File: src/rtl/issue_pair_sequencer_if.sv
// Dual-issue handshake between IF/ID and the pair sequencer feeding ID/EX.
// The slave modport is the sequencer; the master modport is the IF/ID / hazard side.
`ifndef INSTR_WIDTH
`define INSTR_WIDTH 32
`endif

interface issue_pair_sequencer_if #(
   parameter int unsigned STAGE_WIDTH = `INSTR_WIDTH,
   parameter int unsigned CNT_WIDTH   = 16
);
   logic [STAGE_WIDTH-1:0] in0;
   logic [STAGE_WIDTH-1:0] in1;
   logic                   valid0;
   logic                   valid1;
   logic [4:0]             in0_rd;
   logic                   in0_rd_we;
   logic [4:0]             in1_rs1;
   logic [4:0]             in1_rs2;
   logic                   in1_rs1_en;
   logic                   in1_rs2_en;
   logic                   in0_is_mem;
   logic                   in1_is_mem;
   logic                   Stall;
   logic                   Flush;
   logic                   ready;
   logic [STAGE_WIDTH-1:0] out0;
   logic [STAGE_WIDTH-1:0] out1;
   logic                   out0_valid;
   logic                   out1_valid;
   logic                   split_active;
   logic [CNT_WIDTH-1:0]   split_count;

   modport slave (
      input  in0, in1, valid0, valid1, in0_rd, in0_rd_we,
             in1_rs1, in1_rs2, in1_rs1_en, in1_rs2_en,
             in0_is_mem, in1_is_mem, Stall, Flush,
      output ready, out0, out1, out0_valid, out1_valid,
             split_active, split_count
   );

   modport master (
      output in0, in1, valid0, valid1, in0_rd, in0_rd_we,
             in1_rs1, in1_rs2, in1_rs1_en, in1_rs2_en,
             in0_is_mem, in1_is_mem, Stall, Flush,
      input  ready, out0, out1, out0_valid, out1_valid,
             split_active, split_count
   );
endinterface

File: src/rtl/issue_pair_sequencer.sv
// Dual-issue pair sequencer: issues an IF/ID pair together, or splits it over two
// cycles (slot 0 first) when slot 1 depends on slot 0 or both need the memory port.
`ifndef INSTR_WIDTH
`define INSTR_WIDTH 32
`endif

module issue_pair_sequencer #(
   parameter int unsigned STAGE_WIDTH = `INSTR_WIDTH,
   parameter int unsigned CNT_WIDTH   = 16
) (
   input logic                   clk,
   input logic                   rst_n,
   issue_pair_sequencer_if.slave bus
);

   typedef enum logic {
      PAIR  = 1'b0,
      SPLIT = 1'b1
   } state_t;

   state_t                 state;
   logic [STAGE_WIDTH-1:0] out0_q;
   logic [STAGE_WIDTH-1:0] out1_q;
   logic [STAGE_WIDTH-1:0] hold_q;
   logic                   out0_valid_q;
   logic                   out1_valid_q;
   logic [CNT_WIDTH-1:0]   split_cnt_q;

   logic raw_c;
   logic conflict_c;

   // Slot 1 reads a register slot 0 writes (x0 never creates a dependency)
   assign raw_c = bus.in0_rd_we & (bus.in0_rd != 5'd0) &
                  ((bus.in1_rs1_en & (bus.in1_rs1 == bus.in0_rd)) |
                   (bus.in1_rs2_en & (bus.in1_rs2 == bus.in0_rd)));

   assign conflict_c = bus.valid0 & bus.valid1 &
                       (raw_c | (bus.in0_is_mem & bus.in1_is_mem));

   assign bus.ready        = (state == PAIR) & ~bus.Stall & ~bus.Flush;
   assign bus.out0         = out0_q;
   assign bus.out1         = out1_q;
   assign bus.out0_valid   = out0_valid_q;
   assign bus.out1_valid   = out1_valid_q;
   assign bus.split_active = (state == SPLIT);
   assign bus.split_count  = split_cnt_q;

   // Stall freezes everything; Flush kills outputs and any held slot-1 word
   always_ff @(posedge clk or negedge rst_n) begin
      if (!rst_n) begin
         state        <= PAIR;
         out0_q       <= '0;
         out1_q       <= '0;
         hold_q       <= '0;
         out0_valid_q <= 1'b0;
         out1_valid_q <= 1'b0;
         split_cnt_q  <= '0;
      end else if (bus.Stall) begin
         state <= state;
      end else if (bus.Flush) begin
         state        <= PAIR;
         out0_q       <= '0;
         out1_q       <= '0;
         hold_q       <= '0;
         out0_valid_q <= 1'b0;
         out1_valid_q <= 1'b0;
      end else begin
         case (state)
            PAIR: begin
               if (conflict_c) begin
                  state        <= SPLIT;
                  out0_q       <= bus.in0;
                  out0_valid_q <= 1'b1;
                  out1_q       <= '0;
                  out1_valid_q <= 1'b0;
                  hold_q       <= bus.in1;
                  if (split_cnt_q != {CNT_WIDTH{1'b1}})
                     split_cnt_q <= split_cnt_q + CNT_WIDTH'(1);
               end else begin
                  state        <= PAIR;
                  out0_q       <= bus.valid0 ? bus.in0 : '0;
                  out0_valid_q <= bus.valid0;
                  out1_q       <= bus.valid1 ? bus.in1 : '0;
                  out1_valid_q <= bus.valid1;
               end
            end
            SPLIT: begin
               state        <= PAIR;
               out0_q       <= '0;
               out0_valid_q <= 1'b0;
               out1_q       <= hold_q;
               out1_valid_q <= 1'b1;
               hold_q       <= '0;
            end
            default: begin
               state <= PAIR;
            end
         endcase
      end
   end

endmodule

File: src/flat_wrapper.sv
// flat-port wrapper written by rule: the top's interface ports become plain ports
module issue_pair_sequencer_flat 
#(
   parameter int unsigned STAGE_WIDTH = `INSTR_WIDTH,
   parameter int unsigned CNT_WIDTH   = 16
)
  (clk, rst_n, bus_in0, bus_in1, bus_valid0, bus_valid1, bus_in0_rd, bus_in0_rd_we, bus_in1_rs1, bus_in1_rs2, bus_in1_rs1_en, bus_in1_rs2_en, bus_in0_is_mem, bus_in1_is_mem, bus_Stall, bus_Flush, bus_ready, bus_out0, bus_out1, bus_out0_valid, bus_out1_valid, bus_split_active, bus_split_count);
  issue_pair_sequencer_if #(.STAGE_WIDTH(STAGE_WIDTH), .CNT_WIDTH(CNT_WIDTH)) bus_i ();
  input logic clk;
  input logic rst_n;
  input wire logic [$bits(bus_i.in0)-1:0] bus_in0;
  input wire logic [$bits(bus_i.in1)-1:0] bus_in1;
  input wire logic [$bits(bus_i.valid0)-1:0] bus_valid0;
  input wire logic [$bits(bus_i.valid1)-1:0] bus_valid1;
  input wire logic [$bits(bus_i.in0_rd)-1:0] bus_in0_rd;
  input wire logic [$bits(bus_i.in0_rd_we)-1:0] bus_in0_rd_we;
  input wire logic [$bits(bus_i.in1_rs1)-1:0] bus_in1_rs1;
  input wire logic [$bits(bus_i.in1_rs2)-1:0] bus_in1_rs2;
  input wire logic [$bits(bus_i.in1_rs1_en)-1:0] bus_in1_rs1_en;
  input wire logic [$bits(bus_i.in1_rs2_en)-1:0] bus_in1_rs2_en;
  input wire logic [$bits(bus_i.in0_is_mem)-1:0] bus_in0_is_mem;
  input wire logic [$bits(bus_i.in1_is_mem)-1:0] bus_in1_is_mem;
  input wire logic [$bits(bus_i.Stall)-1:0] bus_Stall;
  input wire logic [$bits(bus_i.Flush)-1:0] bus_Flush;
  output wire logic [$bits(bus_i.ready)-1:0] bus_ready;
  output wire logic [$bits(bus_i.out0)-1:0] bus_out0;
  output wire logic [$bits(bus_i.out1)-1:0] bus_out1;
  output wire logic [$bits(bus_i.out0_valid)-1:0] bus_out0_valid;
  output wire logic [$bits(bus_i.out1_valid)-1:0] bus_out1_valid;
  output wire logic [$bits(bus_i.split_active)-1:0] bus_split_active;
  output wire logic [$bits(bus_i.split_count)-1:0] bus_split_count;
  assign bus_i.in0 = bus_in0;
  assign bus_i.in1 = bus_in1;
  assign bus_i.valid0 = bus_valid0;
  assign bus_i.valid1 = bus_valid1;
  assign bus_i.in0_rd = bus_in0_rd;
  assign bus_i.in0_rd_we = bus_in0_rd_we;
  assign bus_i.in1_rs1 = bus_in1_rs1;
  assign bus_i.in1_rs2 = bus_in1_rs2;
  assign bus_i.in1_rs1_en = bus_in1_rs1_en;
  assign bus_i.in1_rs2_en = bus_in1_rs2_en;
  assign bus_i.in0_is_mem = bus_in0_is_mem;
  assign bus_i.in1_is_mem = bus_in1_is_mem;
  assign bus_i.Stall = bus_Stall;
  assign bus_i.Flush = bus_Flush;
  assign bus_ready = bus_i.ready;
  assign bus_out0 = bus_i.out0;
  assign bus_out1 = bus_i.out1;
  assign bus_out0_valid = bus_i.out0_valid;
  assign bus_out1_valid = bus_i.out1_valid;
  assign bus_split_active = bus_i.split_active;
  assign bus_split_count = bus_i.split_count;
  issue_pair_sequencer #(.STAGE_WIDTH(STAGE_WIDTH), .CNT_WIDTH(CNT_WIDTH)) u_core (.clk(clk), .rst_n(rst_n), .bus(bus_i));
endmodule
File: config.mk
export PLATFORM = sky130hd
export DESIGN_NAME = issue_pair_sequencer_flat
export DESIGN_NICKNAME = d
export VERILOG_FILES = /design/src/rtl/issue_pair_sequencer_if.sv /design/src/rtl/issue_pair_sequencer.sv /design/src/flat_wrapper.sv
export SDC_FILE = /design/constraint.sdc
export NUM_CORES = 1
export LEC_CHECK = 0
export ABC_CLOCK_PERIOD_IN_PS = 2000
export CORE_ASPECT_RATIO = 0.5
export CORE_MARGIN = 3
export CORE_UTILIZATION = 40
export DETAILED_ROUTE_END_ITERATION = 12
export PLACE_DENSITY = 0.75
export REMOVE_ABC_BUFFERS = 1
export SLEW_MARGIN = 5
export SYNTH_ARGS = -nofsm -noshare
export SYNTH_HDL_FRONTEND = slang
export SYNTH_SLANG_ARGS = --single-unit
File: constraint.sdc
create_clock -name clk -period 2 [get_ports clk]
set_clock_uncertainty 0.05 [all_clocks]
set_input_delay 0.4 -clock clk [delete_from_list [all_inputs] [get_ports clk]]
set_output_delay 0.4 -clock clk [all_outputs]
set_load 0.01 [all_outputs]
## Yosys cells after proc, flatten, opt, wreduce, memory -nomap -nowiden

Index checks and enable logic that the tools add are counted.

| operators by class | value |
|---|---|
| $add $sub $neg | 1 |
| reductions and logical operators | 3 |
| bitwise logic cells | 14 |
| equal/unequal tests | 4 |
| mux-type cells | 20 |

Operators by type and width:

| operator | number |
|---|---|
| 32-bit two-way mux | 8 |
| 32-bit one-hot mux with 2 select lines | 3 |
| 16-bit by 1-bit adder with 16-bit output, second input constant | 1 |
| 16-bit inequality test, second input constant | 1 |
| 5-bit == test | 2 |
| 1-bit AND | 9 |
| 1-bit two-way mux | 6 |
| 1-bit one-hot mux with 2 select lines | 3 |
| 5-bit AND reduction | 1 |
| 5-bit nonzero test | 1 |
| 3-bit by 2-bit inequality test with 1-bit output, second input constant | 1 |
| 1-bit inverter | 3 |
| 1-bit OR | 2 |
| 2-bit AND reduction | 1 |

| storage, ports and cells | value |
|---|---|
| bits of input ports | 90 |
| flip-flop bits (word level) | 115 |

## Longest topological paths before layout

| logic depth | value |
|---|---|
| word-level depth | 9 |
| mapped depth | 8 |
| depth with buffers taken out | 7 |

## Worst setup path before layout

OpenSTA, ideal clock, no wires.

| path | value |
|---|---|
| path type | flip-flop to flip-flop |
| start | register u_core.split_cnt_q[3], in the netlist u_core.bus.split_count[3] |
| end | register u_core.split_cnt_q[1], in the netlist u_core.bus.split_count[1] |
| setup slack | -0.077 ns |
| required time | 1.825 ns |
| stages on the path, launching flop included | 8 |
| arrival | 1.902 ns |
| buffers on the path | 1 |
| cells stage by stage | dfrtp_1 > and2_1 > nand3_1 > nor4_1 > nor2_1 > nand3_2 > buf_4 > mux2_2 |

| on the way | value |
|---|---|
| cells in the longest elaborated chain, start to end | 2 |

RTL lines:

| element | RTL line | RTL |
|---|---|---|
| start, declared | issue_pair_sequencer.sv:27 | `logic [CNT_WIDTH-1:0] split_cnt_q;` |
| start signal, assigned | issue_pair_sequencer.sv:78 | `split_cnt_q <= split_cnt_q + CNT_WIDTH'(1);` |
| 16-bit inequality test | issue_pair_sequencer.sv:77 | `if (split_cnt_q != {CNT_WIDTH{1'b1}})` |
| 5-bit AND reduction (no source line) | - |  |

No other way between the ends.
A chain may end at the register's enable or synchronous reset.

## Final worst setup path

| path | value |
|---|---|
| start | register u_core.state, in the netlist u_core.bus.split_active |
| end | output bus_split_active |

RTL lines:

| element | RTL line | RTL |
|---|---|---|
| start, declared | issue_pair_sequencer.sv:21 | `state_t state;` |
| start signal, assigned | issue_pair_sequencer.sv:59 | `state <= state;` |
| end, declared | flat_wrapper.sv:30 | `output wire logic [$bits(bus_i.split_active)-1:0] bus_split_active;` |

No word-level cell between the ends.

==> results.txt <==
Status -> complete, no violations
Number of vias per cell -> 5.05
Sequential-to-total area share from yosys stat -> 0.585
Hold Path Class -> input pin to asynchronous set/reset pin
Top cells by area, synth -> dfrtp_1 59%, nand2_1 7.9%, mux2i_1 6.3%, a22o_1 5.7%, a22oi_1 4.7%
Total Wirelength -> 14500 microns
Clock Latency Late Sink -> 0.41 ns
CTS clk-pin slew, worst paths -> 0.06 ns
Final hold vios -> 0
Fmax achieved -> 522 MHz
Die width -> 163 microns
Buffers added on ports -> 173
Top layer used by detailed routing -> met4
Max-cap viol count -> 0
RSZ-0062 raised after global routing -> true
CTS tree -> done
Root Driver -> clkbuf_16
Cells after DPL -> 797
Post-route ant nets -> 0
Drt first pass iters -> 4
Power per cell area -> 831 mW/mm^2
Crit path kind -> flip-flop to output port
Total Nets Final -> 763
First-pass GRT wire length -> 23600 microns
Total grt overflow -> 0
Synthesis Warnings -> 0
Post-synth cell types -> 36
Final Max Slew Viols -> 0
Initial Util -> 0.428
Cell Area, Synth -> 0.00492 sq mm
Area after DPL -> 0.00711 sq mm
Critical path's slowest cell -> clkdlybuf4s50_1
Synth async-reset ratio -> 1.00
Setup ws final -> 0.0827 ns
Peak supply drop -> 0.536 mV
Crit-path leading delay family -> buffers and inverters
Sequence of cells on the critical path -> buf_4 -> clkdlybuf4s50_1
CP Data Required Time -> 1.55 ns
Vias in the first global route -> 4519
I/O pins -> 174
Min cycle time layout -> 1.92 ns
Crit-path max FO -> 4
Critical path startpoint category -> flip-flop
Slew margin rel. -> 0.491
Layout area overhead -> 63.2%
Total track usage -> 0.218
Die Ht -> 84.4 microns
Syn Area/Cell -> 11.0 sq um
WL met2 -> 7720 microns
Max incr delay on CP -> 0.55 ns
Met3 routed WL -> 792 microns
Num rows -> 27
Core area -> 0.0115 sq mm
Clock sink count -> 115
Most frequent cell after synthesis -> dfrtp_1
CP Capture Type -> output port
Finished Layout Cells -> 844
Clock buffer depth -> 2
Layout cells sized above 1 -> 0.188
#FFs+latches synth -> 115
Vias -> 4264
Worst-margin pin slew -> 0.764 ns
Remaining DRCs -> 0
Fin crit share -> 0.959
HPWL after detailed placement -> 9470 microns
Initial antenna violation count -> 0
Antenna Cells -> 0
Wirelength per Cell -> 17.2 microns
Top-area cell type share of the netlist area -> 0.585
Worst path bufs/invs -> 2
Most frequent cells after synthesis -> 115 x dfrtp_1, 104 x nand2_1, 33 x inv_1
Die area -> 0.0137 sq mm
Wire length on met1 -> 5800 microns
# fillers -> 821
Leak -> 3.79 nW
Largest net degree at the start of global routing -> 71
Pre-CTS WS -> -0.780 ns
Iteration-0 DRC Markers -> 261
Tot Pwr -> 0.00667 W
Post-route core utilization -> 0.699
Synth Instances -> 448
Number of synthesized flops with an enable pin -> 0
Post-synth top flop -> dfrtp_1
Worst EP arrival -> 1.47 ns
Largest area contributor in the netlist -> dfrtp_1
H-tree depth -> 4
CTS buffer count -> 17
Setup violators final -> 0
Final instance area -> 0.00803 sq mm
RePlAce Congestion -> 0.765
==> final timing paths <==
check / from / endpoint / slack, ns / cells past startpoint
worst min register to register: u_core.bus.out0_valid / u_core.bus.out0_valid / 0.43 / 1
max in group asynchronous: rst_n / u_core.bus.out1[6] / 0.88 / 3
min in group clk: u_core.bus.out0_valid / u_core.bus.out0_valid / 0.43 / 1
worst min-delay path: rst_n / u_core.bus.split_count[6] / 0.41 / 2
worst max-delay path: u_core.bus.split_active / bus_split_active / 0.08 / 2
worst max register to register: u_core.bus.split_count[5] / u_core.bus.split_count[6] / 0.13 / 9
==> routing by layer <==
layer | global-route usage | vias up
li1 | - | 1985
met1 | 0.265 | 2141
met2 | 0.381 | 119
met3 | 0.0606 | 19
met4 | 0.0668 | 0
met5 | 0 | -
==> registers in the layout, summed over array words and instances, names as in the netlist <==
name and cells:
u_core.bus.out0 32, u_core.bus.out1 32, u_core.hold_q 32, u_core.bus.split_count 16, u_core.bus.out0_valid 1, u_core.bus.out1_valid 1, u_core.bus.split_active 1
==> cell type report <==
| class | count | area (sq um) | share of cell area |
|---|---|---|---|
| Multi-Input combinational cell | 275 | 1930 | 0.240 |
| Tap cell | 159 | 199 | 0.0248 |
| Clock inverter | 14 | 153 | 0.0190 |
| Inverter | 33 | 124 | 0.0154 |
| Clock buffer | 18 | 439 | 0.0547 |
| Timing Repair Buffer | 230 | 2310 | 0.288 |
| Sequential cell | 115 | 2880 | 0.358 |
==> per-stage QoR <==
step / hold WS (ns) / setup TNS (ns)
4_1_cts: 0.396 / 0
6_report: 0.413 / 0
3_3_place_gp: 0.293 / -47.75
5_1_grt: 0.451 / -0.0140
2_1_floorplan: 0.0544 / -40.70
3_5_place_dp: 0.294 / -53.74
==> cell usage in the layout (no fill, tap or decap), types with 5 or more instances in the layout <==
cell and n:
a22o_1 32, a22oi_1 31, buf_12 5, buf_4 38
buf_6 14, clkbuf_16 17, clkdlybuf4s50_1 155, clkinv_4 5
dfrtp_1 115, inv_1 33, mux2i_1 29, nand2_1 104
nand3_1 6, nor3_2 7, xnor2_1 5, xor2_1 19
==> where the power goes <==
| group | internal, W | switching (W) |
|---|---|---|
| logic | 0.000588 | 0.000441 |
| registers | 0.00252 | 0.000116 |
| clock network | 0.00188 | 0.00113 |
| total | 0.00499 | 0.00169 |
==> what timing repair did <==
action / in CTS / in global routing
gates cloned: 5 / 0
hold endpoints to repair: 22 / 0
resized for setup: 56 / 32
hold buffers: 1 / 0
pin swaps: 15 / 14
setup endpoints to repair: 80 / 73
buffers inserted: 11 / 0
==> cells by family after synthesis <==
group / after synthesis / share of synthesized area
muxes: 32 / 0.0654
adders and majority gates: 1 / 0.00254
and+or+nand+nor: 142 / 0.130
buffers and inverters: 58 / 0.0504
AOI/OAI and AO/OA: 75 / 0.122
xor gates and xnor gates: 25 / 0.0445
DFF: 115 / 0.585
Note: power is estimated with default switching activity, not from simulation.
